File: config.mk
export PLATFORM = sky130hd
export DESIGN_NAME = timestamp_word_decoder_flat
export DESIGN_NICKNAME = d
export VERILOG_FILES = /design/src/rtl/timestamp_word_decoder_if.sv /design/src/rtl/timestamp_word_decoder.sv /design/src/flat_wrapper.sv
export SDC_FILE = /design/constraint.sdc
export NUM_CORES = 1
export LEC_CHECK = 0
export CAP_MARGIN = 0
export CORE_MARGIN = 2
export CORE_UTILIZATION = 47
export CTS_CLUSTER_SIZE = 25
export DETAILED_ROUTE_END_ITERATION = 10
export PLACE_DENSITY = 0.87
export SLEW_MARGIN = 20
export SYNTH_ARGS = -nofsm -noshare
export SYNTH_HDL_FRONTEND = slang
export SYNTH_SLANG_ARGS = --single-unit
File: constraint.sdc
create_clock -name BUS_CLK -period 3.71 [get_ports BUS_CLK]
set_input_delay 0.5565 -clock BUS_CLK [delete_from_list [all_inputs] [get_ports BUS_CLK]]
set_output_delay 0.5565 -clock BUS_CLK [all_outputs]
set_load 0.02 [all_outputs]
File: src/rtl/timestamp_word_decoder_if.sv
// Bundles the FIFO pop side and the timestamp output side of the word decoder.
// master: the decoder; slave: the FIFO/consumer environment.
interface timestamp_word_decoder_if;
  logic        FIFO_EMPTY;
  logic        FIFO_READ;
  logic [31:0] FIFO_DATA;
  logic        TS_VALID;
  logic        TS_READY;
  logic [47:0] TS_DATA;
  logic [47:0] TS_DELTA;
  logic [7:0]  ERR_CNT;
  logic [7:0]  DROP_CNT;

  modport master (
    input  FIFO_EMPTY, FIFO_DATA, TS_READY,
    output FIFO_READ, TS_VALID, TS_DATA, TS_DELTA, ERR_CNT, DROP_CNT
  );

  modport slave (
    output FIFO_EMPTY, FIFO_DATA, TS_READY,
    input  FIFO_READ, TS_VALID, TS_DATA, TS_DELTA, ERR_CNT, DROP_CNT
  );
endinterface

File: src/rtl/timestamp_word_decoder.sv
// Pops low/high timestamp words from a fall-through FIFO and reassembles 48-bit timestamps.
// Define TIMESTAMP_DELTA_EN to also produce the difference to the previous accepted timestamp.
module timestamp_word_decoder #(
  parameter logic [3:0] IDENTIFIER = 4'b0001
) (
  input logic                       BUS_CLK,
  input logic                       BUS_RST,
  timestamp_word_decoder_if.master  bus
);

  typedef enum logic [1:0] {S_LOW, S_HIGH, S_OUT} state_t;

  state_t      state;
  logic [23:0] low24;
  logic        ts_valid;
  logic [47:0] ts_data;
  logic [7:0]  err_cnt;
  logic [7:0]  drop_cnt;

  logic [3:0]  word_id;
  logic [3:0]  word_type;
  logic [23:0] payload;
  logic [47:0] new_ts;
  logic        pop;

  assign word_id   = bus.FIFO_DATA[31:28];
  assign word_type = bus.FIFO_DATA[27:24];
  assign payload   = bus.FIFO_DATA[23:0];
  assign new_ts    = {payload, low24};

  // Reset gates the pop so nothing is lost while the decoder is being cleared.
  assign pop = !BUS_RST && !bus.FIFO_EMPTY && (state == S_LOW || state == S_HIGH);

  function automatic logic [7:0] sat_inc(input logic [7:0] v);
    return (v == 8'hFF) ? v : v + 8'd1;
  endfunction

`ifdef TIMESTAMP_DELTA_EN
  logic [47:0] prev_ts;
  logic        first;
  logic [47:0] ts_delta;
`endif

  always_ff @(posedge BUS_CLK) begin
    if (BUS_RST) begin
      state    <= S_LOW;
      low24    <= '0;
      ts_valid <= 1'b0;
      ts_data  <= '0;
      err_cnt  <= '0;
      drop_cnt <= '0;
`ifdef TIMESTAMP_DELTA_EN
      prev_ts  <= '0;
      first    <= 1'b1;
      ts_delta <= '0;
`endif
    end else begin
      case (state)
        S_LOW, S_HIGH: begin
          if (pop) begin
            if (word_id != IDENTIFIER) begin
              drop_cnt <= sat_inc(drop_cnt);
            end else if (state == S_LOW) begin
              if (word_type == 4'h1) begin
                low24 <= payload;
                state <= S_HIGH;
              end else begin
                err_cnt <= sat_inc(err_cnt);
              end
            end else begin
              if (word_type == 4'h2) begin
                ts_data  <= new_ts;
                ts_valid <= 1'b1;
                state    <= S_OUT;
`ifdef TIMESTAMP_DELTA_EN
                ts_delta <= first ? 48'd0 : new_ts - prev_ts;
`endif
              end else if (word_type == 4'h1) begin
                // A second low word supersedes the orphaned one.
                err_cnt <= sat_inc(err_cnt);
                low24   <= payload;
              end else begin
                err_cnt <= sat_inc(err_cnt);
                state   <= S_LOW;
              end
            end
          end
        end
        S_OUT: begin
          if (bus.TS_READY) begin
            ts_valid <= 1'b0;
            state    <= S_LOW;
`ifdef TIMESTAMP_DELTA_EN
            prev_ts  <= ts_data;
            first    <= 1'b0;
`endif
          end
        end
        default: state <= S_LOW;
      endcase
    end
  end

  assign bus.FIFO_READ = pop;
  assign bus.TS_VALID  = ts_valid;
  assign bus.TS_DATA   = ts_data;
  assign bus.ERR_CNT   = err_cnt;
  assign bus.DROP_CNT  = drop_cnt;
`ifdef TIMESTAMP_DELTA_EN
  assign bus.TS_DELTA  = ts_delta;
`else
  assign bus.TS_DELTA  = '0;
`endif

endmodule

File: src/flat_wrapper.sv
// flat-port wrapper written by rule: the top's interface ports become plain ports
module timestamp_word_decoder_flat 
#(
  parameter logic [3:0] IDENTIFIER = 4'b0001
)
  (BUS_CLK, BUS_RST, bus_FIFO_EMPTY, bus_FIFO_DATA, bus_TS_READY, bus_FIFO_READ, bus_TS_VALID, bus_TS_DATA, bus_TS_DELTA, bus_ERR_CNT, bus_DROP_CNT);
  timestamp_word_decoder_if bus_i ();
  input logic BUS_CLK;
  input logic BUS_RST;
  input wire logic [$bits(bus_i.FIFO_EMPTY)-1:0] bus_FIFO_EMPTY;
  input wire logic [$bits(bus_i.FIFO_DATA)-1:0] bus_FIFO_DATA;
  input wire logic [$bits(bus_i.TS_READY)-1:0] bus_TS_READY;
  output wire logic [$bits(bus_i.FIFO_READ)-1:0] bus_FIFO_READ;
  output wire logic [$bits(bus_i.TS_VALID)-1:0] bus_TS_VALID;
  output wire logic [$bits(bus_i.TS_DATA)-1:0] bus_TS_DATA;
  output wire logic [$bits(bus_i.TS_DELTA)-1:0] bus_TS_DELTA;
  output wire logic [$bits(bus_i.ERR_CNT)-1:0] bus_ERR_CNT;
  output wire logic [$bits(bus_i.DROP_CNT)-1:0] bus_DROP_CNT;
  assign bus_i.FIFO_EMPTY = bus_FIFO_EMPTY;
  assign bus_i.FIFO_DATA = bus_FIFO_DATA;
  assign bus_i.TS_READY = bus_TS_READY;
  assign bus_FIFO_READ = bus_i.FIFO_READ;
  assign bus_TS_VALID = bus_i.TS_VALID;
  assign bus_TS_DATA = bus_i.TS_DATA;
  assign bus_TS_DELTA = bus_i.TS_DELTA;
  assign bus_ERR_CNT = bus_i.ERR_CNT;
  assign bus_DROP_CNT = bus_i.DROP_CNT;
  timestamp_word_decoder #(.IDENTIFIER(IDENTIFIER)) u_core (.BUS_CLK(BUS_CLK), .BUS_RST(BUS_RST), .bus(bus_i));
endmodule
==> results of run 1 <==
[metal layers]
metal  wire, um  vias up  share of wire, %  track usage, %
met5          0        -                 0               0
met4         92        0               1.1           6.401
met3        581       10               7.1           3.933
met2       4067      120                50           31.73
met1       3395     1444                42           21.35
li1           -     1634                 -               -
[worst max-delay path, stage by stage]
cell	delay [ps]
clkdlybuf4s50_1	420
or4b_4	560
or4_4	520
or3_2	460
buf_4	300
nand2_1	120
a21oi_1	70
[logic make-up (layout without fill, tap and decap cells)]
logic type	after synthesis	count (layout)	synth area share, %
other	1	48	0.09875
multiplexers	5	5	1.351
AND/OR/NAND/NOR	201	201	22.34
buffers and inverters	77	126	13.31
AO/OA/AOI/OAI	90	90	12.65
XOR/XNOR	7	7	1.615
flip-flops	91	91	47.97
adder cells (fa/ha/maj)	2	2	0.6589
[stage by stage]
step	hold WS (ps)	instance area [um^2]
finish	455.5	4876
global route	465.0	4876
CTS	454.9	4876
detailed placement	443.4	4662
global placement	436.8	4662
floorplan	432.1	3974
[power by group through the flow]
stage	clock network, uW	registers, uW	logic (uW)
final	693	979	123
after global placement	0	1000	121
after global routing	760	980	132
after floorplan	0	1000	107
after detailed placement	0	1000	122
after CTS	711	979	122
[path summary, 6_finish.rpt]
kind | endpoint | depth (start not counted)
worst max register to register | u_core.bus.ERR_CNT[4] | 6
worst min-delay path | u_core.bus.TS_DATA[17] | 2
worst min register to register | u_core.bus.TS_DATA[17] | 2
worst max-delay path | u_core.bus.TS_DATA[34] | 7
[Yosys cell counts, types with 2 or more instances]
cell | n | area share [%]
a211oi_1 | 3 | 0.59
a21oi_1 | 78 | 10
and3_1 | 3 | 0.49
buf_2 | 5 | 0.66
buf_4 | 50 | 9.9
buf_6 | 3 | 0.89
clkbuf_1 | 15 | 1.5
dfxtp_1 | 91 | 48
ha_1 | 2 | 0.66
inv_1 | 4 | 0.40
mux2i_1 | 4 | 1.1
nand2_1 | 150 | 15
nand2b_1 | 3 | 0.49
nand3_1 | 4 | 0.53
nand4_1 | 6 | 0.99
nor2_1 | 19 | 1.9
nor2b_1 | 3 | 0.49
nor3_1 | 2 | 0.26
o21ai_0 | 2 | 0.26
or3_1 | 4 | 0.66
xnor2_1 | 3 | 0.69
xor2_1 | 4 | 0.92
[area by class of cell]
class,count,area share (%)
clock inverters,3,0.9238
repair buffers,106,21.40
inverters,4,0.3079
well taps,102,2.617
flip-flops and latches,91,37.36
clock buffers,13,3.464
multi-input cells,353,33.92
[flip-flops by register name (all words and copies together), names as in the netlist]
register             flops
u_core.bus.DROP_CNT      8
u_core.bus.ERR_CNT       8
u_core.low24            24
u_core.bus.TS_VALID      1
u_core.state             2
u_core.bus.TS_DATA      48
==> impl_metrics.env, run 1 <==
export IMPL_outcome="completed"
export IMPL_vias_per_cell=4.774
export IMPL_placed_cells=656
export IMPL_slew_violations=0
export IMPL_end_kind="register"
export IMPL_holdBufCountCts=0
export IMPL_p_leak_uw=0.001707
export IMPL_antenna_found_initial=0
export IMPL_synthFlopType="dfxtp_1"
export IMPL_drt_first_pass_iters=4
export IMPL_clock_root_buffer="clkbuf_8"
export IMPL_synthesis_instances=474
export IMPL_combPwrFrac_pct=6.9
export IMPL_clockPowerShare_pct=38.6
export IMPL_cp_arrival_ps=3020
export IMPL_avgSynthCellArea_um2=8.011
export IMPL_worstHoldStart="u_core.low24[17]"
export IMPL_synth_cell_types=38
export IMPL_io_buffers=101
export IMPL_row_count=32
export IMPL_final_common_cell="nand2_1"
export IMPL_track_usage_pct=17.96
export IMPL_rsz0062_at_grt="no"
export IMPL_cts_sinks=91
export IMPL_multi_input_comb_area_um2=1654
export IMPL_tns_ps=0
export IMPL_power_switching_fraction_pct=22.72
export IMPL_grt_max_degree=94
export IMPL_synth_seq_cells=91
export IMPL_drive_gt1_share_pct=4.737
export IMPL_die_h_um=93.89
export IMPL_r2r_start="u_core.state[1]"
export IMPL_grt_pass1_wl_mm=12.72
export IMPL_finalWorstSetupSlack_ps=863.5
export IMPL_power_uw=1795
export IMPL_fill_cells=689
export IMPL_postCtsSetupBuffers=0
export IMPL_numCtsBuffers=9
export IMPL_fin_crit_sh_pct=76.73
export IMPL_drtAntennaViolNets=0
export IMPL_core_um2=7767
export IMPL_synth_edf_count=0
export IMPL_cap_violations=0
export IMPL_route_detailed_drc=0
export IMPL_worst_pin_slew_ps=903.0
export IMPL_dr_first_iter_drc_count=134
export IMPL_critical_path_class="in2reg"
export IMPL_powerDensity_nw_per_um2=368.2
export IMPL_cts_tree="built"
export IMPL_mostFrequentLayoutCells="nand2_1 (150), clkdlybuf4s50_1 (100), dfxtp_1 (91)"
export IMPL_max_slew_margin_pct=39.80
export IMPL_clk_pin_slew_ps=90
export IMPL_cts_path_max_buffers=2
export IMPL_p_sw_uw=407.9
export IMPL_die_x_um=93.89
export IMPL_ys_warn_count=0
export IMPL_avgRoutedWirePerCell_um=12.11
export IMPL_grt_pass1_vias=2847
export IMPL_gp_congestion=0.8445
export IMPL_p_seq_share_pct=54.5
export IMPL_fin_util_pct=62.77
export IMPL_setup_violations_final=0
export IMPL_timing_fmax_ghz=0.3513
export IMPL_cp_startpoint="bus_FIFO_DATA[29]"
export IMPL_rrSetupSlack_ps=1520
export IMPL_postCtsResizedCells=0
export IMPL_finalCriticalPeriod_ps=2847
export IMPL_crit_fanout=48
export IMPL_insertion_delay_ps=340
export IMPL_area_growth_pct=28.40
export IMPL_cp_start_kind="input pin"
export IMPL_register_area_um2=1822
export IMPL_die_area_um2=8814
export IMPL_htreeDepth=3
export IMPL_required_ps=3890
export IMPL_async_flop_share_pct=0
export IMPL_fin_worst_skew_ps=9.154
export IMPL_wirelength_mm=8.136
export IMPL_grt_remaining_overflow=0
export IMPL_instances_no_fill=672
export IMPL_hold_violations=0
export IMPL_finalNetCount=603
export IMPL_ioPinCount=150
export IMPL_hold_class="reg2reg"
export IMPL_num_vias=3208
export IMPL_dp_hpwl_mm=5.686
export IMPL_synth_area_um2=3797
export IMPL_intPower_uw=1388
export IMPL_pre_cts_ws_ps=513.8
export IMPL_ys_seq_area_share_pct=47.97
export IMPL_initial_utilization_pct=48.89
export IMPL_max_vdd_ir_drop_mv=0.1864
export IMPL_antenna_cells=0
Note: power is estimated with default switching activity, not from simulation.
==> run 2: changes to the inputs <==
Settings changed: CORE_UTILIZATION 47 to 39, PLACE_DENSITY 0.87 to 0.77.
Clock period 3.71 ns to 2.4 ns, I/O delays scaled along.
==> run 2 against run 1 <==
Compared with the run above: sequential power rose by 54%; utilization fell by 8.6 points; sequential share of layout area fell by 2.3 points; clock skew fell by 0.90 ps; register-to-register slack got worse by 990 ps; largest power group unchanged; flip-flop and latch count did not move; highest routed layer unchanged; worst setup slack got worse by 830 ps; non-clock buffer count rose by 13; die area rose by 20%.
==> impl_metrics.env, run 2 (synthesis gave the netlist of run 1 again) <==
export IMPL_grt_pass1_wl_mm=13.50
export IMPL_wirelength_mm=9.038
export IMPL_row_count=36
export IMPL_instances_no_fill=715
export IMPL_grt_remaining_overflow=0
export IMPL_critical_path_max_stage_delay_ps=530
export IMPL_setup_violations_final=0
export IMPL_cts_path_max_buffers=2
export IMPL_gp_congestion=0.7925
export IMPL_antenna_cells=0
export IMPL_cap_violations=0
export IMPL_numCtsBuffers=9
export IMPL_end_kind="register"
export IMPL_critical_path_class="in2reg"
export IMPL_finalCriticalPeriod_ps=2371
export IMPL_die_h_um=102.7
export IMPL_drive_gt1_share_pct=8.247
export IMPL_insertion_delay_ps=350
export IMPL_fin_worst_skew_ps=8.256
export IMPL_fin_crit_sh_pct=98.79
export IMPL_cp_start_kind="input pin"
export IMPL_placed_cells=694
export IMPL_crit_fanout=9
export IMPL_powerDensity_nw_per_um2=540.6
export IMPL_slew_violations=0
export IMPL_cp_arrival_ps=2630
export IMPL_max_slew_margin_pct=33.67
export IMPL_grt_max_degree=94
export IMPL_p_leak_uw=0.001829
export IMPL_initial_utilization_pct=39.58
export IMPL_required_ps=2660
export IMPL_io_buffers=101
export IMPL_drt_first_pass_iters=4
export IMPL_worst_pin_slew_ps=995.0
export IMPL_core_um2=9594
export IMPL_placed_area_um2=4802
export IMPL_slowest_stage="or4b_4"
export IMPL_num_vias=3347
export IMPL_hold_violations=0
export IMPL_vias_per_cell=4.681
export IMPL_avgRoutedWirePerCell_um=12.64
export IMPL_max_vdd_ir_drop_mv=0.2241
export IMPL_clk_pin_slew_ps=80
export IMPL_timing_fmax_ghz=0.4218
export IMPL_largest_register_ffs=48
export IMPL_crit_family="simple AND/OR/NAND/NOR gates"
export IMPL_htreeDepth=3
export IMPL_stdcell_area_um2=5194
export IMPL_dp_hpwl_mm=5.808
export IMPL_cpMostUsedCell="buf_6"
export IMPL_grt_pass1_vias=3063
export IMPL_cts_tree="built"
export IMPL_clock_root_buffer="clkbuf_8"
export IMPL_dr_first_iter_drc_count=148
export IMPL_outcome="completed"
export IMPL_finalNetCount=616
export IMPL_ioPinCount=150
export IMPL_die_x_um=102.7
export IMPL_hold_class="reg2reg"
export IMPL_die_area_um2=10540
export IMPL_fill_cells=879
export IMPL_mostFrequentLayoutCells="nand2_1 (150), clkdlybuf4s50_1 (99), dfxtp_1 (91)"
export IMPL_fin_util_pct=54.13
export IMPL_route_detailed_drc=0
export IMPL_cp_cell_sequence="clkdlybuf4s50_1, or4b_4, or4_4, buf_6, nor3_4, buf_6, buf_12, nand2_1, a21oi_1"
export IMPL_drtAntennaViolNets=0
export IMPL_antenna_found_initial=0
export IMPL_final_common_cell="nand2_1"
export IMPL_track_usage_pct=16.09
export IMPL_cts_sinks=91
export IMPL_area_growth_pct=36.77
export IMPL_critPathBufInv=4
-- run 2: routing by layer --
metal  vias to the layer above  global-route usage [%]  share of wire, %
met4                         0                   6.667               1.4
met1                      1552                   17.73                42
li1                       1659                       -                 -
met2                       126                   29.61                49
met5                         -                       0                 0
met3                        10                   3.729               7.0
-- run 2: final cells by class --
class                           instances  area (um^2)  area share [%]
Clock buffer                           11        131.4           2.530
Clock inverter                          4        76.32           1.470
Inverter                                4        15.01          0.2891
Multi-Input combinational cell        353         1695           32.64
Sequential cell                        91         1822           35.08
Tap cell                              133        166.4           3.204
Timing Repair Buffer                  119         1287           24.79
-- run 2: timing repair --
| action | 4_1_cts | 5_1_grt |
|---|---|---|
| resized for setup | 0 | 18 |
| hold buffers | 0 | 0 |
| endpoints found under the setup margin | 10 | 48 |
| pin swaps | 0 | 2 |
| cloned | 0 | 4 |
| buffers inserted | 0 | 2 |
-- run 2: worst paths after layout --
| kind | start | to | slack [ps] | cells past startpoint |
|---|---|---|---|---|
| setup / recovery | bus_FIFO_DATA[31] | u_core.bus.TS_DATA[43] | 30 | 9 |
| hold / removal | u_core.low24[2] | u_core.bus.TS_DATA[2] | 450 | 2 |
| setup reg to reg | u_core.state[1] | u_core.bus.TS_DATA[11] | 530 | 6 |
| hold reg to reg | u_core.low24[2] | u_core.bus.TS_DATA[2] | 450 | 2 |
-- run 2: worst reg2reg max path, delay by kind of cell (launching register included) --
family / cells / cell delay (ps)
buffers and inverters: 2 / 370
DFF: 1 / 360
AOI/OAI and AO/OA: 1 / 70
and+or+nand+nor: 3 / 900
-- run 2: through the flow --
step	worst slack, ps	hold slack, ps	power (uW)	setup TNS, ps
after detailed placement	-400.8	442.9	1742	-18280
after global placement	-329.0	437.1	1742	-15680
after floorplan	97.23	432.1	1717	0
after global routing	-27.29	463.2	2910	-158.7
final	29.05	453.8	2808	0
after CTS	-20.98	455.7	2837	-94.81
-- run 2: power by group --
group | internal, uW | switching (uW) | total, uW
logic | 69.3 | 128 | 197
registers | 1510 | 3.12 | 1510
clock network | 584 | 512 | 1100
==> run 3: changes to the inputs <==
Settings changed: SKIP_CTS_REPAIR_TIMING set to 1.
==> run 3 against run 2 <==
Compared with the run above: routed wire length grew 1.8%; die area unchanged; utilization hardly changed; final cell count rose by 0.14%; via count is 0.78% higher; hold slack hardly changed; sequential share of layout area hardly changed; global-route usage unchanged; critical path type unchanged.
==> impl_metrics.env, run 3 (synthesis gave the netlist of run 1 again) <==
export IMPL_cts_tree="built"
export IMPL_dp_hpwl_mm=5.808
export IMPL_p_leak_uw=0.001834
export IMPL_critPathBufInv=4
export IMPL_antenna_cells=0
export IMPL_setup_violations_final=0
export IMPL_track_usage_pct=16.09
export IMPL_crit_fanout=9
export IMPL_rsz0062_at_grt="no"
export IMPL_initial_utilization_pct=39.58
export IMPL_wirelength_mm=9.201
export IMPL_final_common_cell="nand2_1"
export IMPL_stdcell_area_um2=5197
export IMPL_cts_path_max_buffers=2
export IMPL_avgRoutedWirePerCell_um=12.85
export IMPL_fin_crit_sh_pct=98.04
export IMPL_tns_ps=0
export IMPL_numCtsBuffers=9
export IMPL_insertion_delay_ps=350
export IMPL_cpMostUsedCell="buf_6"
export IMPL_gp_congestion=0.7925
export IMPL_grt_remaining_overflow=0
export IMPL_drt_first_pass_iters=4
export IMPL_end_kind="register"
export IMPL_powerDensity_nw_per_um2=540.6
export IMPL_die_h_um=102.7
export IMPL_die_x_um=102.7
export IMPL_largest_register_ffs=48
export IMPL_critical_path_class="in2reg"
export IMPL_max_vdd_ir_drop_mv=0.2248
export IMPL_fin_worst_skew_ps=9.737
export IMPL_grt_max_degree=94
export IMPL_hold_violations=0
export IMPL_io_buffers=101
export IMPL_worst_pin_slew_ps=1018
export IMPL_grt_pass1_wl_mm=13.49
export IMPL_fill_cells=883
export IMPL_num_vias=3373
export IMPL_antenna_found_initial=0
export IMPL_dr_first_iter_drc_count=134
export IMPL_clock_root_buffer="clkbuf_8"
export IMPL_placed_area_um2=4802
export IMPL_slowest_stage="or4b_4"
export IMPL_core_um2=9594
export IMPL_register_area_um2=1822
export IMPL_placed_cells=694
export IMPL_slew_violations=0
export IMPL_instances_no_fill=716
export IMPL_max_slew_margin_pct=32.15
export IMPL_row_count=36
export IMPL_drtAntennaViolNets=0
export IMPL_grt_pass1_vias=3065
export IMPL_outcome="completed"
export IMPL_cap_violations=0
export IMPL_timing_fmax_ghz=0.4250
export IMPL_required_ps=2660
export IMPL_cts_sinks=91
export IMPL_area_growth_pct=36.87
export IMPL_hold_class="reg2reg"
export IMPL_multi_input_comb_area_um2=1692
export IMPL_mostFrequentLayoutCells="nand2_1 (150), clkdlybuf4s50_1 (99), dfxtp_1 (91)"
export IMPL_crit_family="simple AND/OR/NAND/NOR gates"
export IMPL_ioPinCount=150
export IMPL_finalCriticalPeriod_ps=2353
export IMPL_die_area_um2=10540
export IMPL_htreeDepth=3
export IMPL_vias_per_cell=4.711
export IMPL_drive_gt1_share_pct=8.233
export IMPL_finalNetCount=617
export IMPL_cp_start_kind="input pin"
export IMPL_cp_cell_sequence="clkdlybuf4s50_1, or4b_4, or4_4, buf_6, nor3_4, buf_6, buf_12, nand2_1, a21oi_1"
export IMPL_power_uw=2810
export IMPL_critical_path_max_stage_delay_ps=530
export IMPL_route_detailed_drc=0
export IMPL_clk_pin_slew_ps=80
export IMPL_cp_arrival_ps=2610
==> run 3: cell count changes in the layout (fill, tap and decap cells not counted), sizes merged <==
| cell | change |
|---|---|
| buf | +1 |
==> run 3: layer usage <==
layer | up-vias | GRT usage (%) | wire length, um
met3 | 11 | 3.729 | 634
met4 | 0 | 6.667 | 136
met2 | 131 | 29.66 | 4596
met5 | - | 0 | 0
li1 | 1660 | - | -
met1 | 1571 | 17.69 | 3834
==> run 3: final cells by class <==
class | count | area share, %
Clock inverter | 4 | 1.468
Inverter | 4 | 0.2889
Sequential cell | 91 | 35.05
Clock buffer | 11 | 2.528
Tap cell | 133 | 3.202
Multi-Input combinational cell | 353 | 32.55
Timing Repair Buffer | 120 | 24.92
==> run 3: tightest hold or removal path, cell delays in order (launching register included) <==
cell,delay [ps]
dfxtp_1,310
nand2_1,50
a21oi_1,50
==> run 3: final timing paths <==
check	slack [ps]	startpoint	endpoint	cells after the start
max reg2reg	540	u_core.state[1]	u_core.bus.DROP_CNT[7]	6
max	50	bus_FIFO_DATA[31]	u_core.bus.TS_DATA[43]	9
min	450	u_core.low24[2]	u_core.bus.TS_DATA[2]	2
min reg2reg	450	u_core.low24[2]	u_core.bus.TS_DATA[2]	2
==> run 3: report_power, final <==
part           leakage (uW)  internal (uW)  switching [uW]  total [uW]
Clock             0.0000996            584             514        1100
Combinational       0.00100           69.3             128         197
Sequential         0.000733           1510            3.12        1510
==> run 3: stage by stage <==
step,utilization [%],worst slack (ps),hold WS (ps)
2_1_floorplan,-,97.23,432.1
3_3_place_gp,50.05,-329.0,437.1
3_5_place_dp,50.05,-400.8,442.9
4_1_cts,52.22,-20.98,455.7
5_1_grt,54.17,2.416,463.2
6_report,54.17,47.11,453.8
